### src/rtl/net_seq_ctrl_if.sv
// Frame-in / result-out handshake bundle for net_seq_ctrl.
// The slave modport is the sequencer's view; master is the producer/consumer side.
interface net_seq_ctrl_if #(
  parameter int DATA_W = 32
);
  logic              s_valid;
  logic              s_ready;
  logic [DATA_W-1:0] s_data;
  logic              m_valid;
  logic              m_ready;
  logic [DATA_W-1:0] m_out_0;
  logic [DATA_W-1:0] m_out_1;
  logic              m_timeout;
  logic              m_class;

  modport slave (
    input  s_valid, s_data, m_ready,
    output s_ready, m_valid, m_out_0, m_out_1, m_timeout, m_class
  );

  modport master (
    output s_valid, s_data, m_ready,
    input  s_ready, m_valid, m_out_0, m_out_1, m_timeout, m_class
  );
endinterface

### src/rtl/net_seq_ctrl.sv
// Sequencer for the 7-in / 2-out MLP: loads a frame, runs the net under a watchdog, returns the result.
// Optional NET_ARGMAX_EN adds a registered signed argmax of the two outputs on m_class.
//
// state | meaning
// LOAD  | accepting frame words into net_data_*
// RUN   | net_in_rdy held, waiting for an armed net_rdy or the watchdog
// OUT   | result presented until m_valid & m_ready
module net_seq_ctrl #(
  parameter int DATA_W  = 32,
  parameter int N_IN    = 7,
  parameter int TIMEOUT = 1023
) (
  input  logic              clk,
  input  logic              reset,
  net_seq_ctrl_if.slave     bus,
  output logic [DATA_W-1:0] net_data_0,
  output logic [DATA_W-1:0] net_data_1,
  output logic [DATA_W-1:0] net_data_2,
  output logic [DATA_W-1:0] net_data_3,
  output logic [DATA_W-1:0] net_data_4,
  output logic [DATA_W-1:0] net_data_5,
  output logic [DATA_W-1:0] net_data_6,
  output logic              net_in_rdy,
  input  logic              net_rdy,
  input  logic [DATA_W-1:0] net_out_0,
  input  logic [DATA_W-1:0] net_out_1,
  output logic              busy,
  output logic [7:0]        err_cnt
);
  localparam int IDX_W = $clog2(N_IN);

  typedef enum logic [1:0] {LOAD, RUN, OUT} state_t;

  state_t            state_q, state_d;
  logic [IDX_W-1:0]  idx_q, idx_d;
  logic [DATA_W-1:0] data_q [N_IN];
  logic [DATA_W-1:0] data_d [N_IN];
  logic [15:0]       wcnt_q, wcnt_d;
  logic              arm_q, arm_d;
  logic [DATA_W-1:0] out0_q, out0_d, out1_q, out1_d;
  logic              to_q, to_d;
  logic [7:0]        err_q, err_d;
  logic              s_ready_q, s_ready_d;
  logic              in_rdy_q, in_rdy_d;
  logic              m_valid_q, m_valid_d;
  logic              busy_q, busy_d;
`ifdef NET_ARGMAX_EN
  logic              class_q, class_d;
`endif

  always_comb begin
    state_d = state_q;
    idx_d   = idx_q;
    data_d  = data_q;
    wcnt_d  = wcnt_q;
    arm_d   = arm_q;
    out0_d  = out0_q;
    out1_d  = out1_q;
    to_d    = to_q;
    err_d   = err_q;
`ifdef NET_ARGMAX_EN
    class_d = class_q;
`endif
    case (state_q)
      LOAD: begin
        // s_ready_q is only ever high in LOAD, so it doubles as the state qualifier
        if (bus.s_valid && s_ready_q) begin
          data_d[idx_q] = bus.s_data;
          if (idx_q == IDX_W'(N_IN - 1)) begin
            idx_d   = '0;
            wcnt_d  = '0;
            arm_d   = 1'b0;
            state_d = RUN;
          end else begin
            idx_d = idx_q + IDX_W'(1);
          end
        end
      end
      RUN: begin
        wcnt_d = wcnt_q + 16'd1;
        // a net_rdy still high from the previous frame must see a low first
        if (!net_rdy) arm_d = 1'b1;
        if (arm_q && net_rdy) begin
          out0_d  = net_out_0;
          out1_d  = net_out_1;
          to_d    = 1'b0;
`ifdef NET_ARGMAX_EN
          class_d = $signed(net_out_1) > $signed(net_out_0);
`endif
          state_d = OUT;
        end else if (wcnt_q == 16'(TIMEOUT - 1)) begin
          out0_d  = '0;
          out1_d  = '0;
          to_d    = 1'b1;
`ifdef NET_ARGMAX_EN
          class_d = 1'b0;
`endif
          if (err_q != 8'hFF) err_d = err_q + 8'd1;
          state_d = OUT;
        end
      end
      OUT: begin
        if (m_valid_q && bus.m_ready) state_d = LOAD;
      end
      default: state_d = LOAD;
    endcase
    s_ready_d = (state_d == LOAD);
    in_rdy_d  = (state_d == RUN);
    m_valid_d = (state_d == OUT);
    busy_d    = (state_d != LOAD);
  end

  always_ff @(posedge clk) begin
    if (reset) begin
      state_q   <= LOAD;
      idx_q     <= '0;
      data_q    <= '{default: '0};
      wcnt_q    <= '0;
      arm_q     <= 1'b0;
      out0_q    <= '0;
      out1_q    <= '0;
      to_q      <= 1'b0;
      err_q     <= '0;
      s_ready_q <= 1'b0;
      in_rdy_q  <= 1'b0;
      m_valid_q <= 1'b0;
      busy_q    <= 1'b0;
`ifdef NET_ARGMAX_EN
      class_q   <= 1'b0;
`endif
    end else begin
      state_q   <= state_d;
      idx_q     <= idx_d;
      data_q    <= data_d;
      wcnt_q    <= wcnt_d;
      arm_q     <= arm_d;
      out0_q    <= out0_d;
      out1_q    <= out1_d;
      to_q      <= to_d;
      err_q     <= err_d;
      s_ready_q <= s_ready_d;
      in_rdy_q  <= in_rdy_d;
      m_valid_q <= m_valid_d;
      busy_q    <= busy_d;
`ifdef NET_ARGMAX_EN
      class_q   <= class_d;
`endif
    end
  end

`ifdef NET_ARGMAX_EN
  assign bus.m_class = class_q;
`else
  assign bus.m_class = 1'b0;
`endif

  assign bus.s_ready   = s_ready_q;
  assign bus.m_valid   = m_valid_q;
  assign bus.m_out_0   = out0_q;
  assign bus.m_out_1   = out1_q;
  assign bus.m_timeout = to_q;
  assign net_in_rdy    = in_rdy_q;
  assign busy          = busy_q;
  assign err_cnt       = err_q;
  assign net_data_0    = data_q[0];
  assign net_data_1    = data_q[1];
  assign net_data_2    = data_q[2];
  assign net_data_3    = data_q[3];
  assign net_data_4    = data_q[4];
  assign net_data_5    = data_q[5];
  assign net_data_6    = data_q[6];
endmodule
### src/flat_wrapper.sv
// flat-port wrapper written by rule: the top's interface ports become plain ports
module net_seq_ctrl_flat 
#(
  parameter int DATA_W  = 32,
  parameter int N_IN    = 7,
  parameter int TIMEOUT = 1023
)
  (clk, reset, net_data_0, net_data_1, net_data_2, net_data_3, net_data_4, net_data_5, net_data_6, net_in_rdy, net_rdy, net_out_0, net_out_1, busy, err_cnt, bus_s_valid, bus_s_data, bus_m_ready, bus_s_ready, bus_m_valid, bus_m_out_0, bus_m_out_1, bus_m_timeout, bus_m_class);
  net_seq_ctrl_if #(.DATA_W(DATA_W)) bus_i ();
  input  logic clk;
  input  logic reset;
  output logic [DATA_W-1:0] net_data_0;
  output logic [DATA_W-1:0] net_data_1;
  output logic [DATA_W-1:0] net_data_2;
  output logic [DATA_W-1:0] net_data_3;
  output logic [DATA_W-1:0] net_data_4;
  output logic [DATA_W-1:0] net_data_5;
  output logic [DATA_W-1:0] net_data_6;
  output logic net_in_rdy;
  input  logic net_rdy;
  input  logic [DATA_W-1:0] net_out_0;
  input  logic [DATA_W-1:0] net_out_1;
  output logic busy;
  output logic [7:0] err_cnt;
  input wire logic [$bits(bus_i.s_valid)-1:0] bus_s_valid;
  input wire logic [$bits(bus_i.s_data)-1:0] bus_s_data;
  input wire logic [$bits(bus_i.m_ready)-1:0] bus_m_ready;
  output wire logic [$bits(bus_i.s_ready)-1:0] bus_s_ready;
  output wire logic [$bits(bus_i.m_valid)-1:0] bus_m_valid;
  output wire logic [$bits(bus_i.m_out_0)-1:0] bus_m_out_0;
  output wire logic [$bits(bus_i.m_out_1)-1:0] bus_m_out_1;
  output wire logic [$bits(bus_i.m_timeout)-1:0] bus_m_timeout;
  output wire logic [$bits(bus_i.m_class)-1:0] bus_m_class;
  assign bus_i.s_valid = bus_s_valid;
  assign bus_i.s_data = bus_s_data;
  assign bus_i.m_ready = bus_m_ready;
  assign bus_s_ready = bus_i.s_ready;
  assign bus_m_valid = bus_i.m_valid;
  assign bus_m_out_0 = bus_i.m_out_0;
  assign bus_m_out_1 = bus_i.m_out_1;
  assign bus_m_timeout = bus_i.m_timeout;
  assign bus_m_class = bus_i.m_class;
  net_seq_ctrl #(.DATA_W(DATA_W), .N_IN(N_IN), .TIMEOUT(TIMEOUT)) u_core (.clk(clk), .reset(reset), .bus(bus_i), .net_data_0(net_data_0), .net_data_1(net_data_1), .net_data_2(net_data_2), .net_data_3(net_data_3), .net_data_4(net_data_4), .net_data_5(net_data_5), .net_data_6(net_data_6), .net_in_rdy(net_in_rdy), .net_rdy(net_rdy), .net_out_0(net_out_0), .net_out_1(net_out_1), .busy(busy), .err_cnt(err_cnt));
endmodule
### config.mk
export PLATFORM = sky130hd
export DESIGN_NAME = net_seq_ctrl_flat
export DESIGN_NICKNAME = d
export VERILOG_FILES = /design/src/rtl/net_seq_ctrl_if.sv /design/src/rtl/net_seq_ctrl.sv /design/src/flat_wrapper.sv
export SDC_FILE = /design/constraint.sdc
export NUM_CORES = 1
export LEC_CHECK = 0
export CAP_MARGIN = 20
export CORE_MARGIN = 2
export CORE_UTILIZATION = 45
export CTS_BUF_LIST = sky130_fd_sc_hd__clkbuf_8 sky130_fd_sc_hd__clkbuf_16
export DETAILED_ROUTE_END_ITERATION = 12
export PLACE_DENSITY_LB_ADDON = 0.2
export SETUP_SLACK_MARGIN = 0.15
export SLEW_MARGIN = 20
export SYNTH_ARGS = -nofsm -noshare
export SYNTH_HDL_FRONTEND = slang
export SYNTH_SLANG_ARGS = --single-unit
### constraint.sdc
create_clock -name clk -period 2.8 [get_ports clk]
set_input_delay 0.28 -clock clk [delete_from_list [all_inputs] [get_ports clk]]
set_output_delay 0.28 -clock clk [all_outputs]
set_load 0.02 [all_outputs]
==> run summary <==
outcome: complete, no violations
clock slew at reported path FFs: 0.06 ns
sequential fraction of the synthesis area: 55.7%
Final GP Congestion: 0.830
Worst Hold Depth: 2
Die Ht: 165 um
pin count of the biggest net entering global routing: 140
root buffer cell: clkbuf_16
most common cell in the synthesized netlist: nand2_1
htree depth: 2
TritonCTS Buffers: 35
num ports: 403
postcts setup bufs: 0
Syn Area/Cell: 8.62 um^2
first-pass GRT wire length: 56.9 mm
Static Leak: 5.72 nW
peak supply drop: 491 uV
CTS tree: done
max-cap violations: 0
chip width: 165 um
post-route ant nets: 0
min Tclk post-route: 2.29 ns
Multi-input gate area: 4610 um^2
FF+latch area: 6470 um^2
Final Hold Viols: 0
Fillers: 2,079
initial antenna violation count: 0
Starting DRT DRC Count: 999
drt via density: 5.41
post-cts sizing count: 0
row cnt: 58
Clock Sinks: 323
Mapped Nets: 1,450
Avg WL per Cell: 18.5 um
final setup vio count: 0
worst-case reg-to-reg path depth: 4
crit path capture type: register
hpwl dp: 25.5 mm
worst-path cell chain: nand2_1, or3_2, o311ai_0, a21oi_1
WP buf/inv: 0
critical path's slowest cell: or3_2
Die Area: 27,100 um^2
Synth Register Bits: 323
grt total ovfl: 0
PwrDens: 576 nW/um^2
Total Neg Setup Slack: 0 ns
Area Growth Syn to Fin: 45.7%
Critical Path Stages: 4
Clock Skew: 0.0131 ns
crit-path leading delay family: simple AND/OR/NAND/NOR gates
First-pass DRT Iterations: 5
hold-fix buffers at CTS: 0
commonest cells in the netlist: 463 x nand2_1, 323 x dfxtp_1, 250 x a21oi_1
Clk Latency, worst-skew pair: 0.50 ns
Synth area leaders: dfxtp_1 56%, nand2_1 15%, a21oi_1 11%
Synth Flop Type: dfxtp_1
HP Class: in -> reg
number of synthesized flops with an enable pin: 0
DRC: 0
Port Buffers: 401
CORE AREA: 25,300 um^2
RSZ-0062 raised after global routing: no
number of synthesis warnings: 0
critical path arrival: 2.61 ns
final wirelength: 38.0 mm
share of synthesized flip-flops with an asynchronous set or reset: 0%
Max clock buf depth: 3
cell count after synthesis: 1,346
dpl cell area: 15,800 um^2
Tcrit/Tclk final: 81.6%
Final Cell Area: 16,900 um^2
max incr delay on CP: 0.85 ns
CP Launch Type: register
Total GRT Usage: 26.7%
Critical Path Fanout Max: 43
max-slew violation total from the final report: 0
crit path kind: reg -> reg
nets@finish: 1,804
Synth area leader: dfxtp_1
Req. time, crit path: 3.13 ns
top-area cell type share of the netlist area: 55.7%
mapped cell area: 11,600 um^2
n_diodes: 0
Slew headroom: 28.8%
layout cells sized above 1: 5.57%
number of distinct library cells after synthesis: 55
vias in the first global route: 10.4k
initial core utilization: 46.0%
fmax: 438 MHz
worst slew pin tran: 1.07 ns
DR vias: 11.1k
==> cell type report <==
class                           count  area share [%]
Sequential cell                   323            38.2
Clock buffer                       42            5.88
Inverter                            7           0.155
Clock inverter                     20           0.962
Timing Repair Buffer              428            25.1
Multi-Input combinational cell    905            27.2
Tap cell                          330            2.44
==> routing by layer <==
metal  part of all wire, %  vias up  wire length, um  track usage [%]
met1                    39     5292            15000             32.3
met4                   3.8        0             1460             10.4
li1                      -     5289                -                -
met5                     0        -                0                0
met3                   7.9       91             2990             6.18
met2                    49      441            18600             45.9
==> cell families (layout without fill, tap and decap cells) <==
kind of cell / Yosys count / count (layout) / share of synthesized area (%)
simple gates: 549 / 549 / 20.3
compound gates: 349 / 349 / 18.4
flops: 323 / 323 / 55.7
buf+inv: 118 / 497 / 4.91
fa+ha+maj: 3 / 3 / 0.323
mux: 3 / 3 / 0.291
other cells: 1 / 1 / 0.0323
==> report_power, final <==
| group | switching (mW) | leakage, nW | total (mW) | internal, mW |
|---|---|---|---|---|
| registers | 0.0256 | 2.61 | 4.66 | 4.63 |
| clock network | 1.79 | 0.615 | 4.58 | 2.79 |
| logic | 0.289 | 2.50 | 0.511 | 0.221 |
| total | 2.11 | 5.72 | 9.75 | 7.64 |
==> worst register-to-register path: stages, from the launching register on <==
cell and delay, ns:
dfxtp_1 0.67, nand2_1 0.23, or3_2 0.85, o311ai_0 0.26, a21oi_1 0.11
==> metrics by stage <==
stage	utilization (%)	worst slack [ns]	hold WS (ns)	power (mW)	instances
2_1_floorplan	-	1.05	0.406	4.94	1346
3_3_place_gp	62.4	0.527	0.441	5.26	1993
3_5_place_dp	62.4	0.511	0.446	5.27	1993
4_1_cts	67.0	0.531	0.0805	9.81	2055
5_1_grt	67.0	0.309	0.0884	10.0	2055
6_report	67.0	0.515	0.0998	9.75	2055
==> worst paths after layout <==
path,from,to,slack [ns]
worst min register to register,u_core.net_data_4[12],u_core.net_data_4[12],0.45
worst min-delay path,reset,u_core.idx_q[0],0.1
worst max-delay path,u_core.idx_q[1],u_core.wcnt_q[15],0.51
worst max register to register,u_core.idx_q[1],u_core.wcnt_q[15],0.51
==> flip-flops by register name (all words and copies together) (netlist names), 8 cells and up <==
register	flops
u_core.bus.m_out_0	32
u_core.bus.m_out_1	32
u_core.net_data_0	32
u_core.net_data_1	32
u_core.net_data_2	32
u_core.net_data_3	32
u_core.net_data_4	32
u_core.net_data_5	32
u_core.net_data_6	32
u_core.wcnt_q	16
u_core.err_cnt	8
==> cells in the final DEF, fill, tap and decap left out, types with 6 or more instances in the layout <==
cell	n
nand2_1	463
clkdlybuf4s50_1	400
dfxtp_1	323
a21oi_1	250
a32o_1	64
clkbuf_16	37
buf_4	25
inv_1	16
nor2_1	14
and3_1	9
nand3_1	9
o21ai_0	7
clkinv_2	7
or3_1	6
Note: power is estimated with default switching activity, not from simulation.
